## src/rtl/gray_pkg.sv

```systemverilog
// Shared Gray/binary helpers and limits for the Gray counter family.
// Functions operate on MAX_WIDTH vectors; narrower values are zero-extended by the caller.
package gray_pkg;

  localparam int MAX_WIDTH = 32;

  function automatic logic [MAX_WIDTH-1:0] b2g(input logic [MAX_WIDTH-1:0] b);
    return b ^ (b >> 1);
  endfunction

  // Zero upper bits contribute nothing to the running XOR, so any width <= MAX_WIDTH works.
  function automatic logic [MAX_WIDTH-1:0] g2b(input logic [MAX_WIDTH-1:0] g);
    logic [MAX_WIDTH-1:0] b;
    logic                 acc;
    b   = '0;
    acc = 1'b0;
    for (int i = MAX_WIDTH - 1; i >= 0; i--) begin
      acc  = acc ^ g[i];
      b[i] = acc;
    end
    return b;
  endfunction

endpackage

```

## src/rtl/gray_to_bin_conv.sv

```systemverilog
// Purely combinational WIDTH-bit Gray-to-binary converter.
// Used on the Gray load path of gray_counter and reusable behind synchronisers.
module gray_to_bin_conv
  import gray_pkg::*;
#(
  parameter int WIDTH = 8
) (
  input  logic [WIDTH-1:0] gray_in,
  output logic [WIDTH-1:0] bin_out
);

  always_comb begin
    bin_out = WIDTH'(g2b(MAX_WIDTH'(gray_in)));
  end

endmodule

```

## src/rtl/gray_counter.sv

```systemverilog
// Up/down binary counter with a registered Gray-code twin, wrap pulse and end flags.
// Define GRAY_COUNTER_SATURATE_EN to saturate at the ends instead of wrapping.
module gray_counter
  import gray_pkg::*;
#(
  parameter int               WIDTH     = 8,
  parameter logic [WIDTH-1:0] RESET_VAL = '0
) (
  input  logic             clk,
  input  logic             rst,
  input  logic             en,
  input  logic             up,
  input  logic             load,
  input  logic             load_is_gray,
  input  logic [WIDTH-1:0] load_val,
  output logic [WIDTH-1:0] bin,
  output logic [WIDTH-1:0] gray,
  output logic             wrap,
  output logic             at_max,
  output logic             at_min
);

  localparam logic [WIDTH-1:0] RESET_GRAY = RESET_VAL ^ (RESET_VAL >> 1);
  localparam logic [WIDTH-1:0] ALL_ONES   = '1;
  localparam logic [WIDTH-1:0] ONE        = WIDTH'(1);

  logic [WIDTH-1:0] bin_q, bin_d;
  logic [WIDTH-1:0] gray_q, gray_d;
  logic             wrap_q, wrap_d;
  logic [WIDTH-1:0] load_conv;
  logic [WIDTH-1:0] load_bin;

  gray_to_bin_conv #(.WIDTH(WIDTH)) u_load_conv (
    .gray_in (load_val),
    .bin_out (load_conv)
  );

  // Gray is derived from the next binary value so both registers update on the same edge.
  always_comb begin
    load_bin = load_is_gray ? load_conv : load_val;
    bin_d    = bin_q;
    wrap_d   = 1'b0;
    if (load) begin
      bin_d = load_bin;
    end else if (en) begin
      if (up) begin
        if (bin_q == ALL_ONES) begin
          wrap_d = 1'b1;
`ifdef GRAY_COUNTER_SATURATE_EN
          bin_d  = bin_q;
`else
          bin_d  = '0;
`endif
        end else begin
          bin_d = bin_q + ONE;
        end
      end else begin
        if (bin_q == '0) begin
          wrap_d = 1'b1;
`ifdef GRAY_COUNTER_SATURATE_EN
          bin_d  = bin_q;
`else
          bin_d  = ALL_ONES;
`endif
        end else begin
          bin_d = bin_q - ONE;
        end
      end
    end
    gray_d = WIDTH'(b2g(MAX_WIDTH'(bin_d)));
  end

  always_ff @(posedge clk) begin
    if (rst) begin
      bin_q  <= RESET_VAL;
      gray_q <= RESET_GRAY;
      wrap_q <= 1'b0;
    end else begin
      bin_q  <= bin_d;
      gray_q <= gray_d;
      wrap_q <= wrap_d;
    end
  end

  assign bin    = bin_q;
  assign gray   = gray_q;
  assign wrap   = wrap_q;
  assign at_max = (bin_q == ALL_ONES);
  assign at_min = (bin_q == '0);

endmodule

```

## config.mk

```make
export PLATFORM = sky130hd
export DESIGN_NAME = gray_counter
export DESIGN_NICKNAME = d
export VERILOG_FILES = /design/src/rtl/gray_pkg.sv /design/src/rtl/gray_to_bin_conv.sv /design/src/rtl/gray_counter.sv
export SDC_FILE = /design/constraint.sdc
export NUM_CORES = 1
export LEC_CHECK = 0
export ABC_AREA = 1
export CAP_MARGIN = 5
export CELL_PAD_IN_SITES_DETAIL_PLACEMENT = 2
export CELL_PAD_IN_SITES_GLOBAL_PLACEMENT = 2
export CORE_MARGIN = 5
export CORE_UTILIZATION = 24
export DETAILED_ROUTE_END_ITERATION = 12
export PLACE_DENSITY_LB_ADDON = 0.2
export SYNTH_ARGS = -nofsm -noshare
export SYNTH_HDL_FRONTEND = slang
export SYNTH_HIERARCHICAL = 1
export SYNTH_SLANG_ARGS = --single-unit
```

## constraint.sdc

```tcl
create_clock -name clk -period 1.7 [get_ports clk]
set_input_delay 0.34 -clock clk [delete_from_list [all_inputs] [get_ports clk]]
set_output_delay 0.34 -clock clk [all_outputs]
set_load 0.01 [all_outputs]
```

# [Word-level counts from Yosys, hierarchy flattened]
# Index checks and enable logic that the tools add are counted.
[classes] add_sub_neg=2 n_eq_ne=1 muxes=9 bitwise_logic=9 reduce_logical=2
[op_table] op="$mux W8" count=5
[op_table] op="$add A8 B1 Y8 const B" count=1
[op_table] op="$eq A8 B8 Y1 const B" count=1
[op_table] op="$logic_not A8 Y1" count=1
[op_table] op="$sub A8 B1 Y8 const B" count=1
[op_table] op="$xor A8 B7 Y8" count=1
[op_table] op="$mux W7" count=1
[op_table] op="$xor A1 B1 Y1" count=7
[op_table] op="$mux W1" count=3
[op_table] op="$reduce_or A3 Y1" count=1
[op_table] op="$not A1 Y1" count=1
[totals] reg_bits=17 inputBits=14 out_inout_bits=19 wordCells=26

# [Depth between registers and ports, before layout]
# Gate-level depths: netlist of run 1.
[depth] ltp_word=10 depth_mapped=16 depth_no_buf=16

# [Hierarchy]
# Netlist of run 1, hierarchy kept.
[by_module_without_submodules] module="gray_counter" instances=1 cells_each=217 area_each_um2=1321.3 seq_area_each_um2=320.3
[by_module_without_submodules] module="gray_to_bin_conv" instances=1 cells_each=39 area_each_um2=227.7 seq_area_each_um2=0.0

# [Worst setup path after synthesis of run 1]
# No wires, ideal clock.
[synth_path] path_kind="reg2reg" startpoint="register bin_q[0] (netlist: bin[0])" endpoint="register gray_q[4] (netlist: gray[4])" setup_ns=0.109 arrival_ns=1.519 required_ns=1.591 slack_ns=0.072 stages_incl_launch_ff=15 path_buffers=0 period_less_slack_ns=1.628 cell_sequence="dfxtp_1 inv_1 ha_1 nand2_1 nor2_8 nor2_8 nand3_1 nand2_1 nand2_1 nand2_1 nand2_2 inv_1 nand2_1 nand2_1 inv_1"
[synth_between] elab_chain_cells=6 elab_cells_between_ends=10 cone_classes="add/sub (2); eq/ne (1); mux (5); bitwise (1); reduce/logical (1)"
[synth_lines] element="start, declared" line="gray_counter.sv:27" rtl="logic [WIDTH-1:0] bin_q, bin_d;"
[synth_lines] element="start signal, assigned" line="gray_counter.sv:79" rtl="bin_q <= bin_d;"
[synth_lines] element="$logic_not A8 Y1"
[synth_lines] element="via at_min" line="gray_counter.sv:20" rtl="output logic at_min"
[synth_lines] element="$mux W8" line="gray_counter.sv:58" rtl="if (bin_q == '0) begin"
[synth_lines] element="$mux W8" line="gray_counter.sv:46" rtl="if (up) begin"
[synth_lines] element="$mux W8" line="gray_counter.sv:45" rtl="end else if (en) begin"
[synth_lines] element="$mux W8" line="gray_counter.sv:43" rtl="if (load) begin"
[synth_lines] element="$xor A8 B7 Y8" line="gray_pkg.sv:8" rtl="return b ^ (b >> 1);"
[synth_lines] element="end signal, assigned" line="gray_counter.sv:80" rtl="gray_q <= gray_d;"
[synth_lines] element="end, declared" line="gray_counter.sv:28" rtl="logic [WIDTH-1:0] gray_q, gray_d;"
# The timed path passes the listed nets, and every way through them passes these cells.
# A chain may end at the register's enable or synchronous reset.

# [Worst setup path after layout of run 1]
[layout_path] startpoint="register bin_q[6] (netlist: bin[6])" endpoint="output at_min"
[layout_between] elab_chain_cells=1
[layout_lines] element="$logic_not A8 Y1" line="gray_counter.sv:89" rtl="assign at_min = (bin_q == '0);"
[layout_lines] element="end, declared" line="gray_counter.sv:20"
# No other way between the ends.

==> results of run 1 <==
[timing repair]
action,in CTS,in global routing
gates resized for setup,43,53
endpoints found under the setup margin,17,14
pin swaps,13,22
endpoints found under the hold margin,0,0
[through the flow]
step	cells	hold WS [ns]
after floorplan	256	0.6178
after global placement	401	0.7686
after detailed placement	401	0.8043
after CTS	404	0.6649
after global routing	404	0.6724
final	404	0.6119
[routing by layer]
metal,wire length (um),up-vias,global-route usage
met5,0,-,0
met4,44,0,0.03722
met3,101,4,0.007500
met2,3015,20,0.2634
met1,2412,849,0.1568
li1,-,944,-
[flip-flops by register name, indices dropped and copies added, names as in the netlist]
| signal | cells |
|---|---|
| gray | 7 |
| wrap | 1 |
| bin | 8 |
[area by class of cell]
class                           count  share of cell area
Multi-Input combinational cell    196              0.4881
Timing Repair Buffer               78              0.2712
Sequential cell                    16              0.1334
Inverter                           34             0.05287
Tap cell                           77             0.03804
Clock buffer                        3             0.01630
[placed cells by master (no fill, tap or decap), drive strengths merged]
cell / netlist / layout
clkdlybuf4s50: 0 / 23
nand4: 2 / 2
nand3: 37 / 37
xor2: 1 / 1
nand2: 90 / 90
dlymetal6s2s: 0 / 2
inv: 31 / 31
dlygate4sd2: 0 / 2
or2: 1 / 1
clkinv: 3 / 3
dfxtp: 16 / 16
a2111oi: 1 / 1
nor2: 35 / 35
a21oi: 10 / 10
ha: 3 / 3
o211ai: 1 / 1
clkdlybuf4s15: 0 / 2
o21ai: 13 / 13
buf: 8 / 49
xnor2: 1 / 1
mux2i: 1 / 1
clkbuf: 2 / 3
[report_power, final]
part | internal [mW] | leakage [nW] | switching [mW]
combinational | 0.366 | 1.10 | 0.422
sequential | 0.419 | 0.136 | 0.0316
clock | 0.157 | 0.0216 | 0.130
[worst max path at each step]
stage,slack [ns],endpoint,cells past startpoint
floorplan,0.07,gray[4],14
global placement,-0.62,gray[0],16
detailed placement,-0.73,gray[0],16
CTS,0.00006,gray[0],15
global route,-0.06,gray[5],14
finish,0.04,at_min,4
[critical path, stage by stage, from the launching register on]
cell             delay (ns)
dfxtp_1                0.33
nor2_1                 0.26
nand2_4                0.10
nor2_8                 0.14
clkdlybuf4s15_2        0.24
[cell families (layout without fill, tap and decap cells)]
family / after synthesis / count (layout) / share of synthesized area
XOR/XNOR: 2 / 2 / 0.01131
flip-flops: 16 / 16 / 0.2068
adder cells (fa/ha/maj): 3 / 3 / 0.02424
AO/OA/AOI/OAI: 25 / 25 / 0.08885
multiplexers: 1 / 1 / 0.006462
buffers and inverters: 44 / 115 / 0.1276
AND/OR/NAND/NOR: 165 / 165 / 0.5347
==> metrics.md, run 1 <==
| Metric | Value |
|---|---|
| H-tree levels | 1 |
| Final Wtd Congestion | approximately 0.75 |
| Peak clock frequency supported by timing | 602.3 MHz |
| Effective utilization at floorplan | 0.2453 |
| Areal power density over the cells | around 600 nW/um^2 |
| # Post-CTS Setup Buffers | 0 |
| Post-synth top flop | dfxtp_1 |
| Post-detailed-placement half-perimeter wirelength | ~4600 um |
| Via count of the first global-routing pass | between 2000 and 2500 |
| Average instance area after synthesis | 6.051 sq um |
| Drt pass-1 iters | 4 |
| Maximum count of clock buffers along a single path | 2 |
| Share of the synthesized area in the top cell type | 0.2068 |
| Horizontal die dimension | 90.34 um |
| Static power due to leakage | ~1.3 nW |
| RSZ-0062 raised after global routing | true |
| Reg-to-Reg End | gray[2] |
| Most frequent cells after synthesis | 75 x nand2_1, 30 x inv_1, 29 x nand3_1 |
| Wire length of the first global-routing pass | about 9300 um |
| DRC Markers | 0 |
| IO Pins | 33 |
| Dpl ws | -0.7274 ns |
| Crit share post-route | 0.9767 |
| Slew of the pin with the lowest slew margin | 0.3124 ns |
| Synth warnings | 6 |
| Net count after synthesis | 273 |
| Post-DR wirelength/cell | ~14 um |
| Antenna Cells | 0 |
| Detailed router's first-iteration violation count | 53 |
| Total congestion overflow | 0 |
| Multi-input gate area in the final layout | 1236 sq um |
| Worst hold path startpoint | load_val[7] |
| Setup slack of the critical path after layout | ~0.040 ns |
| Hold bufs inserted after CTS | 0 |
| Worst reg2reg path depth | 11 |
| Count of state elements after synthesis | 16 |
| Std-Cell Core Area | 6314 sq um |
| Most area-hungry cell type in the Yosys netlist | dfxtp_1 |
| Hold Path Class | in -> reg |
| Async set-or-reset flop fraction in the synthesized netlist | 0 |
| Antenna violations before repair | 0 |
| Number of antenna-violating nets in the routed design | 0 |
| Chip Height | 90.34 um |
| Clock latency reported for the late side of the worst-skew pair | between 0.2 and 0.3 ns |
| Net count of the finished layout | 346 |
| Number of buffers created by CTS | 3 |
| CP startpoint | bin[6] |
| Data arrival at the endpoint of the critical path | about 1.3 ns |
| Time the final worst path needs with I/O delays and setup | roughly 1.7 ns |
| Internal reg-to-reg setup slack | approximately 0.11 ns |
| Final Skew | 0.008012 ns |
| Proportion of synthesized chip area in sequential cells | 0.2068 |
| Hold Path Depth | 6 |
| Endpoint type of the worst setup path | output pin |
| Status | completed |
| Layout filler cell count | just under 800 |
| Total area of sequential cells | around 340 sq um |
| CTS tree | yes |
| Final hold violation count | 0 |
| Number of vias after detailed routing | between 1500 and 2000 |
| Destination of the worst hold path | gray[6] |
| Core Util, Final | 0.4011 |
| Maximum fanout encountered on the critical timing path | 4 |
| Clock root buffer | clkbuf_8 |
| Critical path launch point type | flip-flop |
| Netlist cell types | 28 |
| Syn Std Cell Area | ~1500 sq um |
| Synthesis-to-layout area growth | 63.49% |
| Overall power of the completed layout | 1.525 mW |
| Number of vias per cell after detailed routing | roughly 4.5 |
| Kind of critical path | reg -> out |
| Cells after Synth | 256 |
| Clock-pin slew reported for the worst setup and hold paths after clock tree synthesis | about 0.07 ns |
| Pins over their slew limit | 0 |
| Required time of the worst setup path | ~1.4 ns |
| Total setup violations reported at the end of the flow | 0 |
| Count of flip-flops with a built-in enable after synthesis | 0 |
| Maximum vdd drop | approximately 0.00022 V |
| Overall die area | 8160 sq um |
| Leading cell type by number of instances after synthesis | nand2_1 |
| Total global routing track utilization | 0.1352 |
| Normalized max-slew margin | 0.7895 |
| Clock tree sinks | 16 |
| Total number of placement rows | 29 |
| Layout cells sized above 1 | 0.3914 |
| Sum Neg Setup Slack | 0 ns |
| Reg2Reg Launch Point | bin[1] |
| Max-capacitance violation count | 0 |
| Final instance area | roughly 2500 sq um |
| Final WL | ~5600 um |
| PortBufs | 32 |
| Instance area after placement | around 2300 sq um |
| Maximum number of pins on one net before global-route repair | 11 |
| Top area cells in the synthesized netlist | dfxtp_1 21%, nand2_1 18%, nand3_1 9.4% |
Note: power is estimated with default switching activity, not from simulation.
==> run 2, diff against run 1 <==
--- a/config.mk
+++ b/config.mk
@@ -5,12 +5,11 @@
 export SDC_FILE = /design/constraint.sdc
 export NUM_CORES = 1
 export LEC_CHECK = 0
-export ABC_AREA = 1
 export CAP_MARGIN = 5
 export CELL_PAD_IN_SITES_DETAIL_PLACEMENT = 2
 export CELL_PAD_IN_SITES_GLOBAL_PLACEMENT = 2
 export CORE_MARGIN = 5
-export CORE_UTILIZATION = 24
+export CORE_UTILIZATION = 25
 export DETAILED_ROUTE_END_ITERATION = 12
 export PLACE_DENSITY_LB_ADDON = 0.2
 export SYNTH_ARGS = -nofsm -noshare
==> run 2 against run 1 <==
The flow now finishes with violations (negative setup slack). Clock skew down 0.0024 ns. Flip-flop and latch count unchanged. Count of clock-buffer cells in the layout did not move. Worst hold slack improved by 0.057 ns. Cell count down 20%. Register-to-register slack worse by 0.48 ns. Largest cell class unchanged. Largest power group unchanged. Highest routed layer unchanged.
==> metrics.md, run 2 <==
| Metric | Value |
|---|---|
| Status | finished with violations |
| Failing checks | negative setup slack |
| Antenna Cells | 0 (unchanged) |
| Maximum vdd drop | 0.0005484 V (+150%) |
| Net count after synthesis | 177 (-35%) |
| Final hold violation count | 0 (unchanged) |
| Synth warnings | 6 (unchanged) |
| Peak clock frequency supported by timing | 478.3 MHz (-21%) |
| Instance area after placement | 2117 sq um (-6.1%) |
| Post-detailed-placement half-perimeter wirelength | 4280 um (-6.4%) |
| Critical Path, Cell by Cell | clkdlybuf4s50_1 -> inv_1 -> buf_4 -> nor2_1 -> a211oi_1 -> a21oi_1 -> buf_4 -> xor2_1 -> nor2_1 |
| Final Wtd Congestion | 0.8318 (+11%) |
| PortBufs | 32 (unchanged) |
| Chip Height | 81.49 um (-9.8%) |
| Critical path launch point type | input port |
| Number of buffers created by CTS | 3 (unchanged) |
| H-tree levels | 1 (unchanged) |
| Delay of the slowest cell on the worst path | 0.47 ns (+0.14 ns) |
| Setup slack of the critical path after layout | -0.3909 ns (-0.4305 ns) |
| Most frequent cells after synthesis | 26 x nor2_1, 16 x dfxtp_1, 11 x xnor2_1 |
| Total setup violations reported at the end of the flow | 18 (+18) |
| Leading cell type in the layout, fill and taps excluded | buf_4 |
| Master of the slowest instance on the critical path | clkdlybuf4s50_1 |
| Overall die area | 6640 sq um (-19%) |
| Kind of critical path | in -> reg |
| IO Pins | 33 (unchanged) |
| Maximum count of clock buffers along a single path | 2 (unchanged) |
| Clock tree sinks | 16 (unchanged) |
| Reg2Reg Launch Point | bin[1] |
| Endpoint type of the worst setup path | flip-flop |
| CP startpoint | en |
| Count of buffer and inverter cells on the critical path | 4 (+3) |
| Std-Cell Core Area | 5042 sq um (-20%) |
| Maximum number of pins on one net before global-route repair | 17 (+6) |
| Layout cells sized above 1 | 0.5810 (+0.1896) |
| Sum Neg Setup Slack | -3.721 ns (-3.721 ns) |
| Areal power density over the cells | 787.4 nW/um^2 (+31%) |
| Post-DR wirelength/cell | 24.96 um (+81%) |
| Core Util, Final | 0.5397 (+0.1386) |
| Synthesis-to-layout area growth | 113.0% |
| Cells after Synth | 160 (-38%) |
| Post-synth top flop | dfxtp_1 |
| Clock-pin slew reported for the worst setup and hold paths after clock tree synthesis | 0.07 ns (about the same) |
| Slew of the pin with the lowest slew margin | 0.4293 ns (+0.1169 ns) |
| Final Skew | 0.005616 ns (-0.002396 ns) |
| Leading cell types in the layout, fill and taps excluded | 61 x buf_4, 21 x nor2_1, 16 x clkdlybuf4s50_1 |
| RSZ-0062 raised after global routing | true |
| Normalized max-slew margin | 0.7138 (-0.07572) |
| Crit share post-route | 1.230 (+0.2533) |
| Clock latency reported for the late side of the worst-skew pair | 0.26 ns (about the same) |
| Syn Std Cell Area | 1277 sq um (-18%) |
| Final WL | 8063 um (+45%) |
| Wire length of the first global-routing pass | 9887 um (+6.5%) |
| Proportion of synthesized chip area in sequential cells | 0.2507 (+0.04395) |
| Maximum fanout encountered on the critical timing path | 5 (+1) |
| Async set-or-reset flop fraction in the synthesized netlist | 0 (unchanged) |
| Horizontal die dimension | 81.49 um (-9.8%) |
| CTS tree | yes |
| Final instance area | 2721 sq um (+7.5%) |
| Hold Path Class | in -> reg |
| Effective utilization at floorplan | 0.2533 (+0.008007) |
| Total global routing track utilization | 0.2021 (+0.06688) |
| Max FFs per register | 8 (unchanged) |
| Number of antenna-violating nets in the routed design | 0 (unchanged) |
| Data arrival at the endpoint of the critical path | 2.26 ns (+0.94 ns) |
| Pins over their slew limit | 0 (unchanged) |
| Antenna violations before repair | 0 (unchanged) |
| Max-capacitance violation count | 0 (unchanged) |
| Average instance area after synthesis | 7.984 sq um (+32%) |
| Net count of the finished layout | 272 (-21%) |
| Count of flip-flops with a built-in enable after synthesis | 0 (unchanged) |
| Via count of the first global-routing pass | 1803 (-11%) |
| Total number of placement rows | 26 (-10%) |
| Static power due to leakage | 1.206 nW (-3.7%) |
| Time the final worst path needs with I/O delays and setup | 2.091 ns (+0.4305 ns) |
| Clock root buffer | clkbuf_8 |
| Required time of the worst setup path | 1.87 ns (+0.51 ns) |
| Count of state elements after synthesis | 16 (unchanged) |
| Netlist cell types | 46 (+64%) |
| Leading cell type by number of instances after synthesis | nor2_1 |
| Drt pass-1 iters | 4 (unchanged) |
| Overall power of the completed layout | 2.143 mW (+41%) |
| Number of vias per cell after detailed routing | 5.037 (+12%) |
| Hold bufs inserted after CTS | 0 (unchanged) |
| Share of the synthesized area in the top cell type | 0.2507 (+0.04395) |
| Detailed router's first-iteration violation count | 76 (+43%) |
| Number of vias after detailed routing | 1627 (-10%) |
| Most area-hungry cell type in the Yosys netlist | dfxtp_1 |
| DRC Markers | 0 (unchanged) |
| Total congestion overflow | 0 (unchanged) |
| Kind of cell adding the most delay to the critical path | buffers and inverters |
| Worst hold path startpoint | load_val[4] |
| Top area cells in the synthesized netlist | dfxtp_1 25%, nor2_1 7.6%, xnor2_1 7.5% |
## run 2: cell count changes after synthesis, sizes merged, moves of 4 or more
cell / before / now
xnor2: 1 / 12
inv: 31 / 8
o21ai: 13 / 7
a21oi: 10 / 6
nor2: 35 / 26
xor2: 1 / 8
nor3: 0 / 7
nand2: 90 / 7
mux2i: 1 / 8
nand3: 37 / 3
## run 2: worst paths after layout
check                           endpoint  slack, ns  depth (start not counted)
worst max-delay path             gray[0]      -0.39                          9
worst min-delay path              bin[4]       0.67                          5
worst max register to register   gray[0]      -0.37                          9
worst min register to register    bin[4]       0.79                          3
## run 2: per-stage QoR
stage / hold WS [ns] / setup WS (ns) / instances
global route: 0.7081 / -0.4911 / 323
floorplan: 0.4042 / -0.3487 / 160
finish: 0.6686 / -0.3909 / 323
detailed placement: 0.8929 / -0.8990 / 301
global placement: 0.8607 / -0.8824 / 301
CTS: 0.6731 / -0.3543 / 315
## run 2: area by class of cell
type | count | area, sq um
clock buffer | 3 | 41.29
fill | 520 | 2321
inverter | 8 | 37.54
multi-input combinational | 122 | 1279
sequential | 16 | 347.8
tap | 70 | 87.58
timing repair buffer | 104 | 928.4
## run 2: kinds of logic after synthesis
group | synth area share
flops | 0.2507
buf+inv | 0.08619
mux | 0.08031
simple gates | 0.2184
xor+xnor | 0.1616
fa+ha+maj | 0.02939
compound gates | 0.1734
## run 2: power breakdown
group / switching [mW] / internal, mW
clock: 0.146 / 0.158
combinational: 0.640 / 0.698
sequential: 0.0675 / 0.435
total: 0.853 / 1.29
## run 2: worst min-delay path, delay by kind of cell
family,cells,cell delay (ns)
AOI/OAI and AO/OA,1,0.10
buffers and inverters,1,0.10
muxes,1,0.09
and+or+nand+nor,2,0.26
## run 2: timing repair
action / in CTS / in global routing
pin swaps: 17 / 39
buffers inserted: 11 / 12
resized for setup: 75 / 59
endpoints found under the hold margin: 0 / 0
gates cloned: 0 / 0
endpoints found under the setup margin: 25 / 21
## run 2: layer usage
metal / track usage / vias to the layer above / part of all wire
met3: 0.03838 / 14 / 0.042
met4: 0.07264 / 0 / 0.026
met2: 0.3844 / 50 / 0.55
met1: 0.2196 / 823 / 0.38
met5: 0 / - / 0
li1: - / 740 / -
